===== src/rtl/sat_counter.sv =====
// Saturating up-counter with synchronous clear; holds at all-ones instead of wrapping.
module sat_counter #(
  parameter int unsigned Width = 8
) (
  input  logic             clk_i,
  input  logic             rst_ni,
  input  logic             clear_i,
  input  logic             inc_i,
  output logic [Width-1:0] count_o
);

  logic [Width-1:0] count_q, count_d;

  always_comb begin
    count_d = count_q;
    if (clear_i) begin
      count_d = '0;
    end else if (inc_i && (count_q != {Width{1'b1}})) begin
      count_d = count_q + 1'b1;
    end
  end

  always_ff @(posedge clk_i or negedge rst_ni) begin
    if (!rst_ni) begin
      count_q <= '0;
    end else begin
      count_q <= count_d;
    end
  end

  assign count_o = count_q;

endmodule


===== config.mk =====
export PLATFORM = sky130hd
export DESIGN_NAME = sat_counter
export DESIGN_NICKNAME = d
export VERILOG_FILES = /design/src/rtl/sat_counter.sv
export SDC_FILE = /design/constraint.sdc
export NUM_CORES = 1
export LEC_CHECK = 0
export BUFFER_PORTS_ARGS = -buffer_cell sky130_fd_sc_hd__buf_2
export CAP_MARGIN = 15
export CORE_AREA = 10 10 47 49
export CTS_CLUSTER_SIZE = 28
export DETAILED_ROUTE_END_ITERATION = 6
export DIE_AREA = 0 0 57 59
export GPL_TIMING_DRIVEN = 0
export SYNTH_ARGS = -nofsm -noshare
export SYNTH_HDL_FRONTEND = slang
export SYNTH_SLANG_ARGS = --single-unit

===== constraint.sdc =====
create_clock -name clk_i -period 2.01 [get_ports clk_i]
set_input_delay 0.402 -clock clk_i [delete_from_list [all_inputs] [get_ports clk_i]]
set_output_delay 0.402 -clock clk_i [all_outputs]
set_load 0.05 [all_outputs]

==> parameters.txt, run 1 <==
Parameter                              Value

Synthesis
  Post-synth design cell area    464 sq um
  Post-synthesis async set-or-reset flop share    100%
  Synth Warn #    0
  Distinct cells, synth    28
  Number of flops mapped to enable cells by yosys    0
  Per-instance average area after synthesis    around 9.5 sq um
  Yosys reg bits    8
  Part of the Yosys area used for sequential elements    between 40 and 50%
  Net count of the mapped netlist    54
  Synthesized instance count    between 40 and 50
  Main flop type after synthesis    sky130_fd_sc_hd__dfrtp_1

Global route
  Global-route wire length before repair    1.97 mm
  Vias in the first global route    434
  All-Layer GR Usage    7.44%
  Total congestion overflow    0
  Initial antenna violation count    0
  Largest net degree at the start of global routing    11

Timing
  Timing-limited maximum frequency    574 MHz
  Final-layout setup total negative slack    0 ns
  Remaining max-slew budget at the tightest pin    72.9%
  Clock period minus worst slack    1.74 ns
  Hold Violations, Final    0
  Max-slew violation total from the final report    0
  Crit share post-route    86.7%
  Unrepaired setup endpoints after global routing    no
  Slew of the pin with the lowest slew margin    approximately 0.40 ns
  Finish-stage setup viols    0
  Final worst clock skew    0.00898 ns

Placed design
  Buffers on Ports    10
  Half-perimeter wire length after detailed placement    802 um
  Final weighted congestion of routability-driven global placement    around 0.74

Pwr
  Total power density per cell area    597 nW/um^2
  Design Power    around 340 uW
  Power share of the sequential group    50.5%
  Internal Power    248 uW
  Sw power    roughly 90 uW
  Relative contribution of the clock network to total power    36.4%
  Net Sw Frac    about 27%
  Gate power share    13.1%
  Maximum vdd drop    0.239 mV
  Pleak    0.260 nW

Floorplan
  Core area    1400 sq um
  Site Rows    14
  Initial standard-cell utilization of the core    33.1%
  Die ar.    3360 sq um
  Overall die width    57 um
  Die Ht    just under 60 um
  Num ports    12

Worst setup path
  Worst reg2reg startpoint    count_o[0]
  Crit. End Element    flop
  End of the critical path    count_o[0]
  Peak fanout along the critical path    7
  Critical path arrival    approximately 1.9 ns
  Worst Setup SP    count_o[0]
  Worst Reg-to-Reg Cells    4
  Type of the setup path with the least slack    flop to flop
  Data required, critical path    around 2.1 ns
  Setup slack on the worst flop-to-flop path    0.27 ns
  Element type at the critical path start    flop
  Worst r2r dst    count_o[0]

Clock tree
  CTS H-tree depth    1
  Max Root-Sink Buffers    2
  CTS tree    done
  Number of buffers inserted during clock tree synthesis    3
  Post-CTS Setup Bufs    0
  Clk Tree Root Cell    sky130_fd_sc_hd__clkbuf_4
  Number of clock sinks seen by CTS    8
  Clock latency of the later-clocked register in the worst-skew pair    0.26 ns
  Clock-pin slew of the registers on the worst-case setup and hold paths    0.06 ns

Final layout
  Fillcell total    154
  Final Net Count    70
  Area Growth Syn to Fin    22.1%
  Ant diodes    0
  Fraction of final layout cells with drive strength greater than 1    28.6%
  Max reg flops    8

Detailed routing
  Wirelength per Cell    between 10 and 15 um
  Vias per inst    roughly 5.3
  Detail Route Antenna Nets    0
  Total number of vias    415
  Starting DRT DRC Count    9
  Number of DRC violations after detailed routing    0
  TritonRoute pass-1 iters    4
  Post-Route WL    1.06 mm

Run
  Max-cap check violation count    0

Worst hold path
  Worst min path class    input pin to asynchronous set/reset pin

Status
  Outcome    finished, final reports clean
## cells in the mapped netlist, types with 2 or more instances
cell type                  instances  area (sq um)
sky130_fd_sc_hd__a21oi_1           3          15.0
sky130_fd_sc_hd__nand2_1           2          7.51
sky130_fd_sc_hd__inv_1             2          7.51
sky130_fd_sc_hd__nor2b_1           3          18.8
sky130_fd_sc_hd__dfrtp_1           8           200
sky130_fd_sc_hd__nand2b_1          3          18.8
sky130_fd_sc_hd__nor2_1            2          7.51
sky130_fd_sc_hd__nor3_1            4          20.0
sky130_fd_sc_hd__mux2_2            2          22.5
sky130_fd_sc_hd__nand3_1           2          10.0
## placed cells by master (no fill, tap or decap), drive strengths merged, types with 3 or more instances in the layout
cell and count:
buf 11, dfrtp 8, nor3 4, clkbuf 4, a21oi 3, nand2b 3
nor2b 3, nand3 3
## how the worst min path moves through the flow
stage | start | to | cells after the start
4_1_cts | rst_ni | count_o[6] | 2
3_3_place_gp | rst_ni | count_o[4] | 1
2_1_floorplan | rst_ni | count_o[0] | 0
6_report | rst_ni | count_o[6] | 2
3_5_place_dp | rst_ni | count_o[4] | 1
5_1_grt | rst_ni | count_o[6] | 2
## power by group through the flow
stage                     Sequential (mW)  Combinational, mW  Clock [mW]
after CTS                           0.171             0.0452       0.128
after floorplan                     0.186             0.0164           0
after global routing                0.172             0.0498       0.146
final                               0.171             0.0443       0.123
after detailed placement            0.174             0.0438           0
after global placement              0.173             0.0432           0
## cells by family (layout without fill, tap and decap cells)
logic type	after synthesis	in the layout	share of synthesized area (%)
flip-flops	8	8	43.1
AO/OA/AOI/OAI	9	9	12.7
AND/OR/NAND/NOR	24	24	31.0
adder cells (fa/ha/maj)	1	1	2.69
multiplexers	3	3	7.01
buffers and inverters	4	18	3.50
## metrics by stage
stage,utilization (%),setup slack [ns],cells,area [sq um],hold slack [ns]
floorplan,-,0.151,49,464,0.106
finish,40.4,0.267,79,567,0.517
detailed placement,38.1,0.264,75,534,0.260
CTS,40.4,0.252,79,567,0.519
global route,40.4,0.201,79,567,0.529
global placement,38.1,0.302,75,534,0.261
## metal layers
| layer | wire, um | GRT usage (%) | share of wire (%) |
|---|---|---|---|
| met1 | 517 | 8.84 | 49 |
| met5 | 0 | 0 | 0 |
| met4 | 27 | 5.03 | 2.5 |
| met3 | 57 | 3.86 | 5.4 |
| met2 | 460 | 10.1 | 43 |
## timing repair
action                                  in CTS  in global routing
endpoints found under the setup margin       0                  0
hold buffers                                 1                  0
hold endpoints to repair                     8                  0
gates resized for setup                      0                  0
## final cells by class
| cell class | instances | area (sq um) | area share [%] |
|---|---|---|---|
| flip-flops and latches | 8 | 200 | 35.3 |
| well taps | 16 | 20.0 | 3.53 |
| multi-input cells | 37 | 248 | 43.7 |
| plain buffers | 2 | 8.76 | 1.55 |
| inverters | 2 | 7.51 | 1.32 |
| clock buffers | 3 | 22.5 | 3.97 |
| repair buffers | 11 | 60.1 | 10.6 |
## worst max-delay path: stages, from the launching register on
cell                       delay, ns
sky130_fd_sc_hd__dfrtp_1        0.43
sky130_fd_sc_hd__ha_1           0.31
sky130_fd_sc_hd__and4_2         0.30
sky130_fd_sc_hd__a21boi_1       0.23
sky130_fd_sc_hd__mux2_2         0.37
Power figures use the tool's default switching activity.
==> run 2: changes to the inputs <==
- BUFFER_PORTS_ARGS: -buffer_cell sky130_fd_sc_hd__buf_2 -> -buffer_cell sky130_fd_sc_hd__buf_4
- SETUP_SLACK_MARGIN: unset -> 0.3
==> parameters.txt, run 2 (synthesis gave the netlist of run 1 again) <==
Parameter                              Value

Status
  Outcome    finished, final reports clean

Pwr
  Pleak    0.256 nW (-1.4%)
  Maximum vdd drop    0.274 mV (+15%)
  Design Power    359 uW (+6.1%)
  Total power density per cell area    598 nW/um^2 (+0.14%)

Timing
  Clock period minus worst slack    1.61 ns (-0.132 ns)
  Unrepaired setup endpoints after global routing    no
  Final worst clock skew    0.00132 ns (-0.00766 ns)
  Crit share post-route    80.1% (-6.6 points)
  Final worst hold slack    0.485 ns (-0.0319 ns)
  Final-layout setup total negative slack    0 ns (unchanged)
  Remaining max-slew budget at the tightest pin    70.9% (-2.0 points)
  Timing-limited maximum frequency    621 MHz (+8.2%)
  Hold Violations, Final    0 (unchanged)
  Slew of the pin with the lowest slew margin    0.425 ns (+0.0288 ns)
  Smallest setup slack after layout    0.399 ns (+0.132 ns)
  Finish-stage setup viols    0 (unchanged)
  Max-slew violation total from the final report    0 (unchanged)

Placed design
  Final weighted congestion of routability-driven global placement    0.763 (+2.6%)
  Buffers on Ports    10 (unchanged)
  Half-perimeter wire length after detailed placement    808 um (+0.86%)
  Post-Place Setup Slack    0.344 ns (+0.0801 ns)

Final layout
  Fraction of final layout cells with drive strength greater than 1    34.9% (+6.3 points)
  Most frequent cells in the layout    sky130_fd_sc_hd__buf_4, sky130_fd_sc_hd__dfrtp_1, sky130_fd_sc_hd__nor3_1
  Final core utilization    42.9% (+2.4 points)
  Area Growth Syn to Fin    29.4%
  Max reg flops    8 (unchanged)
  Most common cell after layout, fill and taps aside    sky130_fd_sc_hd__buf_4
  Fillcell total    158 (+2.6%)
  Ant diodes    0 (unchanged)
  Final Net Count    70 (unchanged)

Global route
  Vias in the first global route    409 (-5.8%)
  Initial antenna violation count    0 (unchanged)
  All-Layer GR Usage    7.44% (unchanged)
  Largest net degree at the start of global routing    11 (unchanged)
  Total congestion overflow    0 (unchanged)
  Global-route wire length before repair    1.90 mm (-3.2%)

Worst setup path
  Worst r2r dst    count_o[0]
  Critical path arrival    1.77 ns (-0.10 ns)
  Crit. End Element    flop
  Type of the setup path with the least slack    flop to flop
  Crit path cell chain    ha_2 > and4_2 > a21boi_2 > mux2_2
  Worst reg2reg startpoint    count_o[0]
  Slowest library cell on the worst path    sky130_fd_sc_hd__dfrtp_2
  Worst Setup SP    count_o[0]
  Element type at the critical path start    flop
  Setup slack on the worst flop-to-flop path    0.40 ns (+0.13 ns)
  Data required, critical path    2.17 ns (+0.03 ns)
  Worst Reg-to-Reg Cells    4 (unchanged)
  Peak fanout along the critical path    7 (unchanged)
  CP max stage delay    0.44 ns (about the same)

Clock tree
  Number of buffers inserted during clock tree synthesis    3 (unchanged)
  Clock-pin slew of the registers on the worst-case setup and hold paths    0.06 ns (about the same)
  Number of clock sinks seen by CTS    8 (unchanged)
  Max Root-Sink Buffers    2 (unchanged)
  Post-CTS Setup Bufs    0 (unchanged)
  Clock latency of the later-clocked register in the worst-skew pair    0.27 ns (about the same)
  Clk Tree Root Cell    sky130_fd_sc_hd__clkbuf_4
  CTS tree    done
  CTS H-tree depth    1 (unchanged)

Detailed routing
  Number of DRC violations after detailed routing    0 (unchanged)
  Detail Route Antenna Nets    0 (unchanged)
  Starting DRT DRC Count    11 (+2)
  Post-Route WL    1.17 mm (+10%)
  TritonRoute pass-1 iters    4 (unchanged)
  Vias per inst    5.28 (+0.48%)
  Total number of vias    417 (+0.48%)
  Wirelength per Cell    14.8 um (+10%)

Floorplan
  Die ar.    3360 sq um (unchanged)
  Overall die width    57 um (unchanged)
  Initial standard-cell utilization of the core    33.1% (unchanged)
  Core area    1400 sq um (unchanged)
  Site Rows    14 (unchanged)
  Die Ht    59 um (unchanged)
  Num ports    12 (unchanged)

Worst hold path
  Worst min path class    input pin to asynchronous set/reset pin

Run
  Max-cap check violation count    0 (unchanged)
## run 2: cell count changes in the layout (fill, tap and decap cells not counted)
cell                       before  now
sky130_fd_sc_hd__buf_2         11    1
sky130_fd_sc_hd__buf_4          0   10
sky130_fd_sc_hd__dfrtp_1        8    6
sky130_fd_sc_hd__dfrtp_2        0    2
sky130_fd_sc_hd__a21boi_1       1    0
sky130_fd_sc_hd__a21boi_2       0    1
sky130_fd_sc_hd__ha_1           1    0
sky130_fd_sc_hd__ha_2           0    1
## run 2: power by group
part	switching, mW	internal (mW)	leakage [nW]
sequential	0.00597	0.166	0.107
clock	0.0691	0.0693	0.0138
combinational	0.0307	0.0183	0.135
total	0.106	0.253	0.256
## run 2: how the worst max path moves through the flow
stage / endpoint / slack (ns) / depth (start not counted)
3_5_place_dp: count_o[0] / 0.34 / 4
3_3_place_gp: count_o[0] / 0.36 / 4
5_1_grt: count_o[0] / 0.32 / 4
6_report: count_o[0] / 0.40 / 4
4_1_cts: count_o[0] / 0.31 / 4
2_1_floorplan: count_o[0] / 0.32 / 4
## run 2: area by class of cell
cell class,instances,area [sq um],area share (%)
inverters,2,7.51,1.25
flip-flops and latches,8,203,33.7
well taps,16,20.0,3.33
multi-input cells,37,254,42.3
repair buffers,11,85.1,14.2
plain buffers,2,8.76,1.46
clock buffers,3,22.5,3.75
## run 2: what timing repair did
action                     CTS  global route
gates resized for setup      0             1
hold buffers                 1             0
setup endpoints to repair    0             1
hold endpoints to repair     8             0
## run 2: routing by layer
layer / vias up / global-route usage, % / part of all wire [%]
met5: - / 0 / 0
met4: 0 / 7.72 / 4.1
met3: 5 / 2.79 / 6.1
met2: 11 / 9.46 / 43
met1: 190 / 8.96 / 47
li1: 211 / - / -
## run 2: critical path, delay by kind of cell, from the launching register on
| kind | cells | cell delay (ns) |
|---|---|---|
| mux | 1 | 0.35 |
| compound gates | 1 | 0.20 |
| simple gates | 1 | 0.27 |
| fa+ha+maj | 1 | 0.24 |
| flops | 1 | 0.44 |
## run 2: metrics by stage
stage	cell area, sq um	instances
2_1_floorplan	469	49
5_1_grt	601	79
3_5_place_dp	564	75
3_3_place_gp	564	75
6_report	601	79
4_1_cts	597	79
==> run 3: changes to the inputs <==
- ABC_AREA: unset -> 1
- clock period: 2.01 -> 1.4 ns (I/O delays scaled with it)
==> parameters.txt, run 3 <==
Parameter                              Value

Final layout
  Fraction of final layout cells with drive strength greater than 1    43.4% (+8.5 points)
  Most frequent cells in the layout    sky130_fd_sc_hd__nand2_1, sky130_fd_sc_hd__buf_4, sky130_fd_sc_hd__inv_1
  Final core utilization    57.3% (+14 points)
  Final Net Count    105 (+50%)
  Post-route cell area    803 sq um (+34%)
  Max reg flops    8 (unchanged)
  Ant diodes    0 (unchanged)
  Most common cell after layout, fill and taps aside    sky130_fd_sc_hd__nand2_1
  FF/Latch Area    209 sq um (+3.1%)
  Post-route insts no fill    115 (+46%)
  Fillcell total    134 (-15%)
  Area Growth Syn to Fin    57.0%
  Multi-input gate area    312 sq um (+23%)

Synthesis
  Distinct cells, synth    15 (-46%)
  Post-synth top cells    sky130_fd_sc_hd__nand2_1, sky130_fd_sc_hd__inv_1, sky130_fd_sc_hd__nand3_1
  Yosys reg bits    8 (unchanged)
  Synth Warn #    0 (unchanged)
  Net count of the mapped netlist    79 (+46%)
  Largest cells by area after synthesis    sky130_fd_sc_hd__dfrtp_1, sky130_fd_sc_hd__nand2_1, sky130_fd_sc_hd__nand3_1, sky130_fd_sc_hd__inv_1, sky130_fd_sc_hd__a21oi_1
  Largest area contributor in the netlist    sky130_fd_sc_hd__dfrtp_1
  Post-synthesis async set-or-reset flop share    100% (unchanged)
  Area fraction of the dominant cell type after synthesis    39.1% (-4.0 points)
  Per-instance average area after synthesis    6.92 sq um (-27%)
  Part of the Yosys area used for sequential elements    39.1% (-4.0 points)
  Main flop type after synthesis    sky130_fd_sc_hd__dfrtp_1
  Synthesized instance count    74 (+51%)
  Library cell with the highest instance count after synthesis    sky130_fd_sc_hd__nand2_1
  Post-synth design cell area    512 sq um (+10%)
  Number of flops mapped to enable cells by yosys    0 (unchanged)

Placed design
  Final weighted congestion of routability-driven global placement    0.825 (+8.1%)
  Placed Area    649 sq um (+15%)
  Half-perimeter wire length after detailed placement    969 um (+20%)
  Total instance count after detailed placement    101 (+35%)
  Buffers on Ports    11 (+1)

Detailed routing
  Wirelength per Cell    12.9 um (-13%)
  Starting DRT DRC Count    13 (+2)
  Detail Route Antenna Nets    0 (unchanged)
  Total number of vias    562 (+35%)
  Number of DRC violations after detailed routing    0 (unchanged)
  TritonRoute pass-1 iters    4 (unchanged)
  Post-Route WL    1.48 mm (+26%)
  Vias per inst    4.89 (-7.4%)

Clock tree
  Number of clock sinks seen by CTS    8 (unchanged)
  Clock-pin slew of the registers on the worst-case setup and hold paths    0.07 ns (about the same)
  CTS H-tree depth    1 (unchanged)
  Clk Tree Root Cell    sky130_fd_sc_hd__clkbuf_4
  Clock latency of the later-clocked register in the worst-skew pair    0.27 ns (about the same)
  Number of buffers inserted during clock tree synthesis    3 (unchanged)
  Max Root-Sink Buffers    2 (unchanged)
  CTS tree    done

Timing
  Crit share post-route    92.1%
  Finish-stage setup viols    0 (unchanged)
  Timing-limited maximum frequency    775 MHz
  Clock period minus worst slack    1.29 ns
  Final worst clock skew    0.00675 ns (+0.00543 ns)
  Slew of the pin with the lowest slew margin    0.236 ns (-0.189 ns)
  Unrepaired setup endpoints after global routing    yes
  Hold Violations, Final    0 (unchanged)
  Final-layout setup total negative slack    0 ns (unchanged)
  Max-slew violation total from the final report    0 (unchanged)
  Remaining max-slew budget at the tightest pin    84.2% (+13 points)

Pwr
  Sw power    205 uW (+94%)
  Relative contribution of the clock network to total power    34.1% (-4.5 points)
  Gate power share    24.4% (+11 points)
  Total power density per cell area    774 nW/um^2 (+30%)
  Internal Power    417 uW (+65%)
  Pleak    0.397 nW (+55%)
  Maximum vdd drop    0.482 mV (+76%)
  Power share of the sequential group    41.5% (-6.3 points)
  Net Sw Frac    33.0% (+3.5 points)

Global route
  Global-route wire length before repair    2.47 mm (+30%)
  Vias in the first global route    574 (+40%)
  Total congestion overflow    0 (unchanged)
  Met2 usage    14.3% (+4.8 points)
  Largest net degree at the start of global routing    9 (-2)
  Most crowded layer after global routing    met2
  Met3 Usage GRT    3.65% (+0.86 points)
  GR Util met1    10.4% (+1.5 points)
  All-Layer GR Usage    9.10% (+1.7 points)
  Initial antenna violation count    0 (unchanged)

Worst setup path
  Critical path arrival    1.01 ns (-0.76 ns)
  Data required, critical path    1.12 ns (-1.05 ns)
  Type of the setup path with the least slack    flop to output pin
  Crit. End Element    output pin
  Worst Reg-to-Reg Cells    9 (+5)
  Element type at the critical path start    flop
  Peak fanout along the critical path    3 (-4)

Worst hold path
  Depth of the worst hold-timing path    3
  Worst min path class    input pin to flop

Floorplan
  Initial standard-cell utilization of the core    36.5% (+3.4 points)
  Die Ht    59 um (unchanged)
  Overall die width    57 um (unchanged)
  Die ar.    3360 sq um (unchanged)
  Site Rows    14 (unchanged)
  Num ports    12 (unchanged)
  Core area    1400 sq um (unchanged)

Status
  Outcome    finished, final reports clean

Run
  Max-cap check violation count    0 (unchanged)
==> run 3: changes by cell type in the layout (fill, tap and decap cells not counted), moves of 5 or more <==
cell	before	now
sky130_fd_sc_hd__nand3_1	2	8
sky130_fd_sc_hd__buf_6	0	6
sky130_fd_sc_hd__dfrtp_1	6	1
sky130_fd_sc_hd__dfrtp_2	2	7
sky130_fd_sc_hd__inv_1	2	10
sky130_fd_sc_hd__nand2_1	2	23
==> run 3: worst max-delay path, stage by stage, from the launching register on <==
cell,delay [ns]
sky130_fd_sc_hd__dfrtp_2,0.44
sky130_fd_sc_hd__buf_4,0.15
sky130_fd_sc_hd__buf_6,0.15
==> run 3: final timing paths <==
| path | endpoint | slack, ns | start |
|---|---|---|---|
| max | count_o[0] | 0.11 | count_o[0] |
| min in group asynchronous | count_o[5] | 0.36 | rst_ni |
| min reg2reg | count_o[3] | 0.54 | count_o[3] |
| max in group asynchronous | count_o[6] | 0.88 | rst_ni |
| min | count_o[5] | 0.28 | inc_i |
| max reg2reg | count_o[3] | 0.12 | count_o[0] |
==> run 3: final cells by class <==
cell class              instances  area share, %
multi-input cells              55           38.8
well taps                      16           2.49
repair buffers                 21           23.7
clock buffers                   4           3.27
flip-flops and latches          8           26.0
inverters                      11           5.76
==> run 3: logic make-up after synthesis <==
group	after synthesis	share of synthesized area, %
buffers and inverters	11	9.05
AO/OA/AOI/OAI	8	9.53
AND/OR/NAND/NOR	46	39.9
flip-flops	8	39.1
adder cells (fa/ha/maj)	1	2.44
==> run 3: timing repair <==
item / in CTS / in global routing
hold endpoints to repair: 8 / 0
pin swaps: 3 / 3
setup buffers: 5 / 4
hold buffers: 1 / 0
endpoints found under the setup margin: 16 / 16
gates resized for setup: 6 / 7
==> run 3: power groups by stage <==
stage	combinational, mW	clock (mW)	sequential [mW]
floorplan	0.0371	0	0.297
global placement	0.112	0	0.263
detailed placement	0.114	0	0.263
CTS	0.134	0.215	0.258
global route	0.163	0.227	0.259
finish	0.151	0.212	0.258
==> run 3: per-stage QoR <==
step                      total power [mW]  hold WS, ns  worst slack [ns]
final                                0.622        0.284             0.110
after global routing                 0.650        0.291            0.0447
after CTS                            0.607        0.280             0.135
after detailed placement             0.377        0.112             0.138
after global placement               0.375        0.108             0.139
after floorplan                      0.334      -0.0156            0.0630
==> run 3: metal layers <==
layer | up-vias | part of all wire [%]
li1 | 286 | -
met1 | 260 | 44
met2 | 14 | 48
met5 | - | 0
met3 | 2 | 6.0
met4 | 0 | 1.5
